File: src/rtl/norm_shift_11.sv
// norm_shift_11: iterative left-shift normalizer, 11-bit mantissa, 8-bit exponent.
// Optional NORM_SHIFT4_EN: take 4-bit steps when enough leading zeros and exponent remain.
module norm_shift_11 (
    input  logic        clk,
    input  logic        rst_n,
    input  logic        in_valid,
    output logic        in_ready,
    input  logic [10:0] in_mant,
    input  logic [7:0]  in_exp,
    output logic        out_valid,
    input  logic        out_ready,
    output logic [10:0] out_mant,
    output logic [7:0]  out_exp,
    output logic [3:0]  out_shift,
    output logic        out_zero,
    output logic        out_denorm
);

    typedef enum logic [1:0] {
        IDLE  = 2'd0,
        SHIFT = 2'd1,
        DONE  = 2'd2
    } state_t;

    state_t      state_q, state_d;
    logic [10:0] mant_q,  mant_d;
    logic [7:0]  exp_q,   exp_d;
    logic [3:0]  shift_q, shift_d;
    logic        zero_q,  zero_d;
    logic        denorm_q, denorm_d;

    // State and datapath registers; reset discards any in-flight operation.
    always_ff @(posedge clk or negedge rst_n) begin
        if (!rst_n) begin
            state_q  <= IDLE;
            mant_q   <= '0;
            exp_q    <= '0;
            shift_q  <= '0;
            zero_q   <= 1'b0;
            denorm_q <= 1'b0;
        end else begin
            state_q  <= state_d;
            mant_q   <= mant_d;
            exp_q    <= exp_d;
            shift_q  <= shift_d;
            zero_q   <= zero_d;
            denorm_q <= denorm_d;
        end
    end

    // Next-state, datapath update and handshake decode.
    always_comb begin
        state_d   = state_q;
        mant_d    = mant_q;
        exp_d     = exp_q;
        shift_d   = shift_q;
        zero_d    = zero_q;
        denorm_d  = denorm_q;
        in_ready  = 1'b0;
        out_valid = 1'b0;
        unique case (state_q)
            IDLE: begin
                in_ready = 1'b1;
                if (in_valid) begin
                    mant_d   = in_mant;
                    exp_d    = in_exp;
                    shift_d  = 4'd0;
                    zero_d   = 1'b0;
                    denorm_d = 1'b0;
                    state_d  = SHIFT;
                end
            end
            SHIFT: begin
                if (mant_q == 11'd0) begin
                    zero_d  = 1'b1;
                    state_d = DONE;
                end else if (mant_q[10]) begin
                    state_d = DONE;
                end else if (exp_q == 8'd0) begin
                    denorm_d = 1'b1;
                    state_d  = DONE;
`ifdef NORM_SHIFT4_EN
                end else if (mant_q[10:7] == 4'd0 && exp_q >= 8'd4) begin
                    mant_d  = {mant_q[6:0], 4'b0000};
                    exp_d   = exp_q - 8'd4;
                    shift_d = shift_q + 4'd4;
`endif
                end else begin
                    mant_d  = {mant_q[9:0], 1'b0};
                    exp_d   = exp_q - 8'd1;
                    shift_d = shift_q + 4'd1;
                end
            end
            DONE: begin
                out_valid = 1'b1;
                if (out_ready) begin
                    state_d = IDLE;
                end
            end
            default: begin
                state_d = IDLE;
            end
        endcase
    end

    assign out_mant   = mant_q;
    assign out_exp    = exp_q;
    assign out_shift  = shift_q;
    assign out_zero   = zero_q;
    assign out_denorm = denorm_q;

endmodule

File: config.mk
export PLATFORM = sky130hd
export DESIGN_NAME = norm_shift_11
export DESIGN_NICKNAME = d
export VERILOG_FILES = /design/src/rtl/norm_shift_11.sv
export SDC_FILE = /design/constraint.sdc
export NUM_CORES = 1
export LEC_CHECK = 0
export ABC_AREA = 0
export CAP_MARGIN = 40
export CORE_MARGIN = 2
export CORE_UTILIZATION = 45
export CTS_CLUSTER_DIAMETER = 30
export DETAILED_ROUTE_END_ITERATION = 8
export DONT_BUFFER_PORTS = 1
export PLACE_DENSITY = 0.56
export SETUP_SLACK_MARGIN = 0.5
export SKIP_LAST_GASP = 1
export SLEW_MARGIN = 20
export SYNTH_ARGS = -nofsm -noshare
export SYNTH_HDL_FRONTEND = slang
export SYNTH_SLANG_ARGS = --single-unit
File: constraint.sdc
create_clock -name clk -period 4.7 [get_ports clk]
set_clock_uncertainty 0.15 [all_clocks]
set_input_delay 0.47 -clock clk [delete_from_list [all_inputs] [get_ports clk]]
set_output_delay 0.47 -clock clk [all_outputs]
set_load 0.01 [all_outputs]
==> results of run 1 <==
## logic make-up after synthesis
| group | count (synthesis) |
|---|---|
| and+or+nand+nor | 54 |
| DFF | 27 |
| adders and majority gates | 3 |
| AOI/OAI and AO/OA | 60 |
| buffers and inverters | 13 |
## per-stage QoR
step                      std cells  setup slack [ns]
after global routing            203              2.10
after floorplan                 157              2.90
after CTS                       202              2.19
final                           203              2.26
after detailed placement        196              2.20
after global placement          195              2.00
## placed cells by master (no fill, tap or decap), types with 2 or more instances in the layout
master     synthesis  routed
nor2_1            15      15
nor3_1             2       2
a32o_1             2       2
nor2b_1            3       3
o31ai_1            2       2
a22oi_1            9       9
a31oi_1            3       3
o21ai_0           20      20
inv_1              6       6
clkbuf_4           0       3
a2bb2oi_1          2       2
o22ai_1            2       2
o22a_1             2       2
ha_1               3       3
dfrtp_1           27      27
nor4_1             2       2
nand3_1            3       3
and3_1             2       2
o21ai_1            5       5
nand2_1           21      21
a21oi_1            8       8
## path summary, 6_finish.rpt
path	from	depth (start not counted)	slack, ns	to
worst max-delay path	out_mant[2]	6	2.26	out_exp[4]
worst min-delay path	out_ready	2	0.15	state_q[1]
worst max register to register	out_mant[2]	6	2.26	out_exp[4]
worst min register to register	out_shift[3]	1	0.41	out_shift[3]
max in group asynchronous	rst_n	2	3.83	out_denorm
min in group asynchronous	rst_n	2	0.41	state_q[0]
## layer usage
| metal | vias to the layer above | share of wire (%) |
|---|---|---|
| li1 | 580 | - |
| met1 | 592 | 45 |
| met2 | 54 | 47 |
| met3 | 5 | 6.8 |
| met4 | 0 | 1.1 |
| met5 | - | 0 |
## cells in the mapped netlist (2+ instances only)
cell       number  area (sq um)
nor2_1         15          56.3
o31ai_1         2          15.0
a32o_1          2          20.0
nand2_1        21          78.8
o22ai_1         2          12.5
a2bb2oi_1       2          17.5
o22a_1          2          17.5
a21oi_1         8          40.0
nor3_1          2          10.0
o21ai_0        20           100
a22oi_1         9          67.6
dfrtp_1        27           676
clkbuf_1        2          7.51
ha_1            3          37.5
nor4_1          2          12.5
nor2b_1         3          18.8
buf_4           3          22.5
a31oi_1         3          18.8
and3_1          2          12.5
inv_1           6          22.5
nand3_1         3          15.0
o21ai_1         5          25.0
## flip-flops by register name, summed over array words and instances, names as in the netlist
name,cells
out_denorm,1
out_exp,8
out_mant,11
out_shift,4
out_zero,1
state_q,2
## timing repair
| action | CTS | global route |
|---|---|---|
| endpoints found under the setup margin | 0 | 0 |
| hold buffers | 2 | 0 |
| hold endpoints to repair | 27 | 0 |
## power by group through the flow
stage | registers [W] | clock network (W) | logic, W
after floorplan | 0.000461 | 0 | 0.000352
after global placement | 0.000504 | 0 | 0.000392
after detailed placement | 0.000506 | 0 | 0.000411
after CTS | 0.000501 | 0.000106 | 0.000420
after global routing | 0.000519 | 0.000114 | 0.000494
final | 0.000502 | 0.000105 | 0.000430
## cell type report
cell class | instances | area (sq um)
clock buffer | 4 | 26.3
sequential | 27 | 676
fill | 292 | 1510
inverter | 7 | 26.3
tap | 44 | 55.1
timing repair buffer | 4 | 56.3
multi-input combinational | 117 | 703
## worst register-to-register path: cells and delay by family, from the launching register on
family / cells / cell delay, ns
buffers and inverters: 2 / 0.35
DFF: 1 / 0.47
AOI/OAI and AO/OA: 3 / 0.87
and+or+nand+nor: 1 / 0.50
==> summary.txt, run 1 <==
Outcome
  – Outcome: finished clean

CTS
  – CTS buffer count: 3
  – CTS tree: built
  – Root buffer cell: clkbuf_4
  – CTS resizes: 0
  – Clock sinks: 27
  – Bufs on Longest Clock Path: 2
  – Clock transition at path regs: 0.14 ns
  – Worst skew pair latency: 0.34 ns
  – Post-CTS Setup Bufs: 0
  – H-Tree Depth: 1

Power
  – Switching power: 0.000513 W
  – Peak supply drop: 266 uV
  – Power share of the combinational group: between 40% and 50%
  – Sequential fraction of design power: between 40% and 50%
  – Power Dens Cells: 672 nW/um^2
  – Clock Power Share: between 10 and 15%
  – Sw Share: 49.5%
  – Pint: 0.000524 W
  – LEAKAGE: 0.640 nW
  – Tot Pwr: 0.00104 W

Synth
  – Synth warn: 0
  – FFs w/ async S/R, synth: 100%
  – Post-Syn Nets: around 180
  – Largest family of logic cells by synthesized area: compound AO/OA/AOI/OAI gates
  – Post-synthesis mux area share: 0%
  – Synth Area in Adders: around 2.6%
  – Count of cell types in the netlist: 35
  – Synthesized area per cell: 9.17 sq um
  – Post-synth EDFFs: 0
  – Most used DFF post-synth: dfrtp_1
  – Register bit count reported by yosys: 27
  – Post-synthesis compound-gate area fraction: 27.0%
  – Synth Cell Area: 1440 sq um
  – Post-synthesis xor/xnor area fraction: 0%
  – Post-synthesis simple-gate area fraction: 19.2%
  – Mapped Cells: ~160
  – Sequential area share after synthesis: 46.9%

STA
  – Endpoints failing hold: 0
  – Max Transition Viols Final: 0
  – Max Fclk: between 0.4 and 0.5 GHz
  – RSZ-0062 raised after global routing: no
  – Crit path time final: 2.44 ns
  – Final hold slack: 0.149 ns
  – Count of final setup violators: 0
  – Max-slew headroom: 55.8%
  – Final worst path period share: 51.8%
  – Tightest Pin Transition: approximately 0.66 ns
  – Setup TNS: 0 ns

Worst setup path
  – CP Buf/Inv Count: 2
  – Critical Path RT: around 4.8 ns
  – Crit-path slowest cell: o221ai_2
  – Worst-path maximum fanout: 18
  – Critical path cell sequence: nor4_1 -> a311oi_2 -> o221ai_2 -> buf_6 -> inv_1 -> a2bb2oi_1
  – CP top delay family: compound AO/OA/AOI/OAI gates
  – Startpoint Class: register
  – Critical Path End Type: register
  – Crit path DAT: roughly 2.5 ns
  – CP Class: reg -> reg
  – Critical path's largest stage delay: 0.53 ns

Finish
  – Core Util, Final: 50.5%
  – Area Growth Syn to Fin: 7.12%
  – Antenna cell count: 0
  – Layout cells sized above 1: slightly below 9%
  – Post-route cell area: ~1500 sq um
  – Fin nets: 186

Floorplan
  – Chip height: around 61 um
  – Core area: 3050 sq um
  – Die W: about 61 um
  – # IOs: 50
  – Initial Util: between 40 and 50%
  – DIE AREA: between 3000 and 4000 sq um
  – # rows: 20

Global routing
  – Largest net degree at the start of global routing: 28
  – GR Util met3: 5.12%
  – Met2 usage: 32.7%
  – First-pass GRT wire length: 5820 um
  – GRT overflow: 0
  – GRT Util Overall: around a fifth
  – Vias in the first global route: 1243
  – Met1 usage: 29.0%
  – Initial antenna violation count: 0
  – GR peak layer: met2

Placement
  – Buffers on Ports: 0
  – HPWL Detailed: ~2600 um
  – Final Wtd Congestion: 0.795
  – Placed cell area: 1470 sq um

Drt
  – 1st-iter DRT viols: 57
  – WL/cell: 17.7 um
  – # DRC: 0
  – Antenna Nets Post-Route: 0
  – Pre-antenna DRT Iters: 4
  – Via count: 1231
  – Final WL: 3580 um
  – Via density: 6.06

Hold path
  – Min-Delay Path Class: in -> reg

Run
  – Max_cap viols: 0
(Power assumes the default switching activity.)
==> run 2, diff against run 1 <==
clock period = 2.5 ns   (was 4.7 ns; I/O delays follow)
==> summary.txt, run 2 (synthesized netlist as in run 1, its figures left out) <==
Worst setup path
  – Reg2reg start: out_exp[3]
  – Critical Path RT: 2.58 ns (-2.20 ns)
  – Worst-path maximum fanout: 10 (-8)
  – Critical Path End Type: register
  – Crit path DAT: 2.02 ns (-0.50 ns)
  – CP Class: reg -> reg
  – Worst Setup SP: out_exp[3]
  – Startpoint Class: register

Floorplan
  – Initial Util: 47.2% (unchanged)
  – DIE AREA: 3670 sq um (unchanged)
  – Die W: 60.6 um (unchanged)
  – # rows: 20 (unchanged)
  – Core area: 3050 sq um (unchanged)
  – # IOs: 50 (unchanged)
  – Chip height: 60.6 um (unchanged)

Outcome
  – Outcome: finished with violations
  – Failing checks: hold timing

Finish
  – Most frequent cells in the layout: 24 x dfrtp_1, 21 x nand2_1, 19 x dlygate4sd3_1
  – Max FFs per register: 11 (unchanged)
  – Antenna cell count: 0 (unchanged)
  – Commonest non-fill, non-tap cell in the layout: dfrtp_1
  – Layout cells sized above 1: 15.8% (+7.0 points)
  – Area Growth Syn to Fin: 28.1%
  – Fillers: 279 (-4.5%)
  – Fin nets: 211 (+13%)

STA
  – Max Transition Viols Final: 0 (unchanged)
  – Crit path time final: 1.94 ns (-0.492 ns)
  – Setup TNS: 0 ns (unchanged)
  – Max Fclk: 0.514 GHz (+25%)
  – Final hold slack: -0.00529 ns (-0.154 ns)
  – Tightest Pin Transition: 0.611 ns (-0.0483 ns)
  – Max-slew headroom: 59.1% (+3.3 points)
  – Endpoints failing hold: 1 (+1)
  – RSZ-0062 raised after global routing: yes
  – Count of final setup violators: 0 (unchanged)
  – Final worst path period share: 77.8% (+26 points)

Power
  – Tot Pwr: 0.00212 W (+100%)
  – Peak supply drop: 472 uV (+77%)
  – LEAKAGE: 0.753 nW (+18%)
  – Power Dens Cells: 1150 nW/um^2 (+71%)

Global routing
  – GRT Util Overall: 21.8% (+0.58 points)
  – GR peak layer: met2
  – Largest net degree at the start of global routing: 28 (unchanged)
  – Met2 usage: 35.2% (+2.5 points)
  – First-pass GRT wire length: 5920 um (+1.8%)
  – Met1 usage: 29.9% (+0.95 points)
  – GR Util met3: 4.26% (-0.85 points)
  – GRT overflow: 0 (unchanged)
  – Vias in the first global route: 1235 (-0.64%)
  – Initial antenna violation count: 0 (unchanged)

Hold path
  – Min-delay src: in_exp[3]
  – Min-Delay Path Class: in -> reg

CTS
  – CTS tree: built
  – Clock sinks: 27 (unchanged)
  – Clock transition at path regs: 0.16 ns (+0.02 ns)
  – H-Tree Depth: 1 (unchanged)
  – CTS buffer count: 3 (unchanged)
  – Bufs on Longest Clock Path: 2 (unchanged)
  – Worst skew pair latency: 0.33 ns (about the same)
  – Root buffer cell: clkbuf_4

Placement
  – HPWL Detailed: 2600 um (+0.84%)
  – Buffers on Ports: 0 (unchanged)
  – Final Wtd Congestion: 0.817 (+2.7%)

Drt
  – Via density: 5.71 (-5.9%)
  – 1st-iter DRT viols: 109 (+91%)
  – Antenna Nets Post-Route: 0 (unchanged)
  – WL/cell: 16.6 um (-5.9%)
  – Via count: 1301 (+5.7%)
  – # DRC: 0 (unchanged)
  – Pre-antenna DRT Iters: 4 (unchanged)
  – Final WL: 3790 um (+5.7%)

Run
  – Max_cap viols: 0 (unchanged)
==> run 2: cell count changes in the layout (fill, tap and decap cells not counted), moves of 2 or more <==
| cell | before | now |
|---|---|---|
| dlygate4sd3_1 | 1 | 19 |
| o21ai_0 | 20 | 15 |
| nor4_1 | 2 | 0 |
| nor4_4 | 1 | 3 |
| o21ai_1 | 5 | 10 |
| buf_4 | 0 | 6 |
| dfrtp_1 | 27 | 24 |
| dfrtp_2 | 0 | 3 |
==> run 2: timing repair <==
action                                  in CTS  in global routing
endpoints found under the hold margin       43                  1
cloned                                       0                  1
pin swaps                                    1                  4
endpoints found under the setup margin      15                 16
hold buffers                                19                  1
buffers inserted                             1                  4
resized for setup                            5                 17
==> run 2: final cells by class <==
type / count / area (sq um) / share of cell area (%)
clock buffers: 4 / 26.3 / 1.42
multi-input cells: 117 / 758 / 41.1
flip-flops and latches: 27 / 679 / 36.8
repair buffers: 29 / 298 / 16.1
inverters: 7 / 28.8 / 1.56
well taps: 44 / 55.1 / 2.98
==> run 2: layer usage <==
metal | part of all wire (%) | wire, um
met4 | 0.66 | 25
met3 | 5.5 | 207
met1 | 45 | 1690
met2 | 49 | 1860
met5 | 0 | 0
==> run 2: power breakdown <==
part	internal (W)	switching [W]	total (W)	leakage, nW
clock network	0.0000625	0.000136	0.000198	0.0150
logic	0.000413	0.000533	0.000946	0.400
registers	0.000613	0.000368	0.000981	0.338
total	0.00109	0.00104	0.00212	0.753
==> run 2: critical path: stages, from the launching register on <==
cell and delay (ns):
dfrtp_2 0.51, nor4_4 0.38, buf_4 0.19, and3_4 0.20, nor3_4 0.04, buf_12 0.15, a22oi_1 0.15, o21ai_1 0.07
==> run 2: worst paths after layout <==
check                      slack (ns)  depth (start not counted)           end
min in group asynchronous        0.18                          2    out_exp[1]
max in group asynchronous        1.85                          2    state_q[0]
hold / removal                 -0.005                          2    out_exp[3]
setup / recovery                 0.56                          7   out_mant[9]
setup reg to reg                 0.56                          7   out_mant[9]
hold reg to reg                  0.43                          1  out_shift[3]
==> run 2: metrics by stage <==
stage | utilization, % | area, sq um | worst slack (ns) | cells
global route | 60.5 | 1850 | 0.454 | 228
finish | 60.5 | 1850 | 0.556 | 228
floorplan | - | 1440 | 0.696 | 157
CTS | 57.0 | 1740 | 0.526 | 222
detailed placement | 48.6 | 1480 | 0.395 | 198
global placement | 48.6 | 1480 | 0.480 | 198
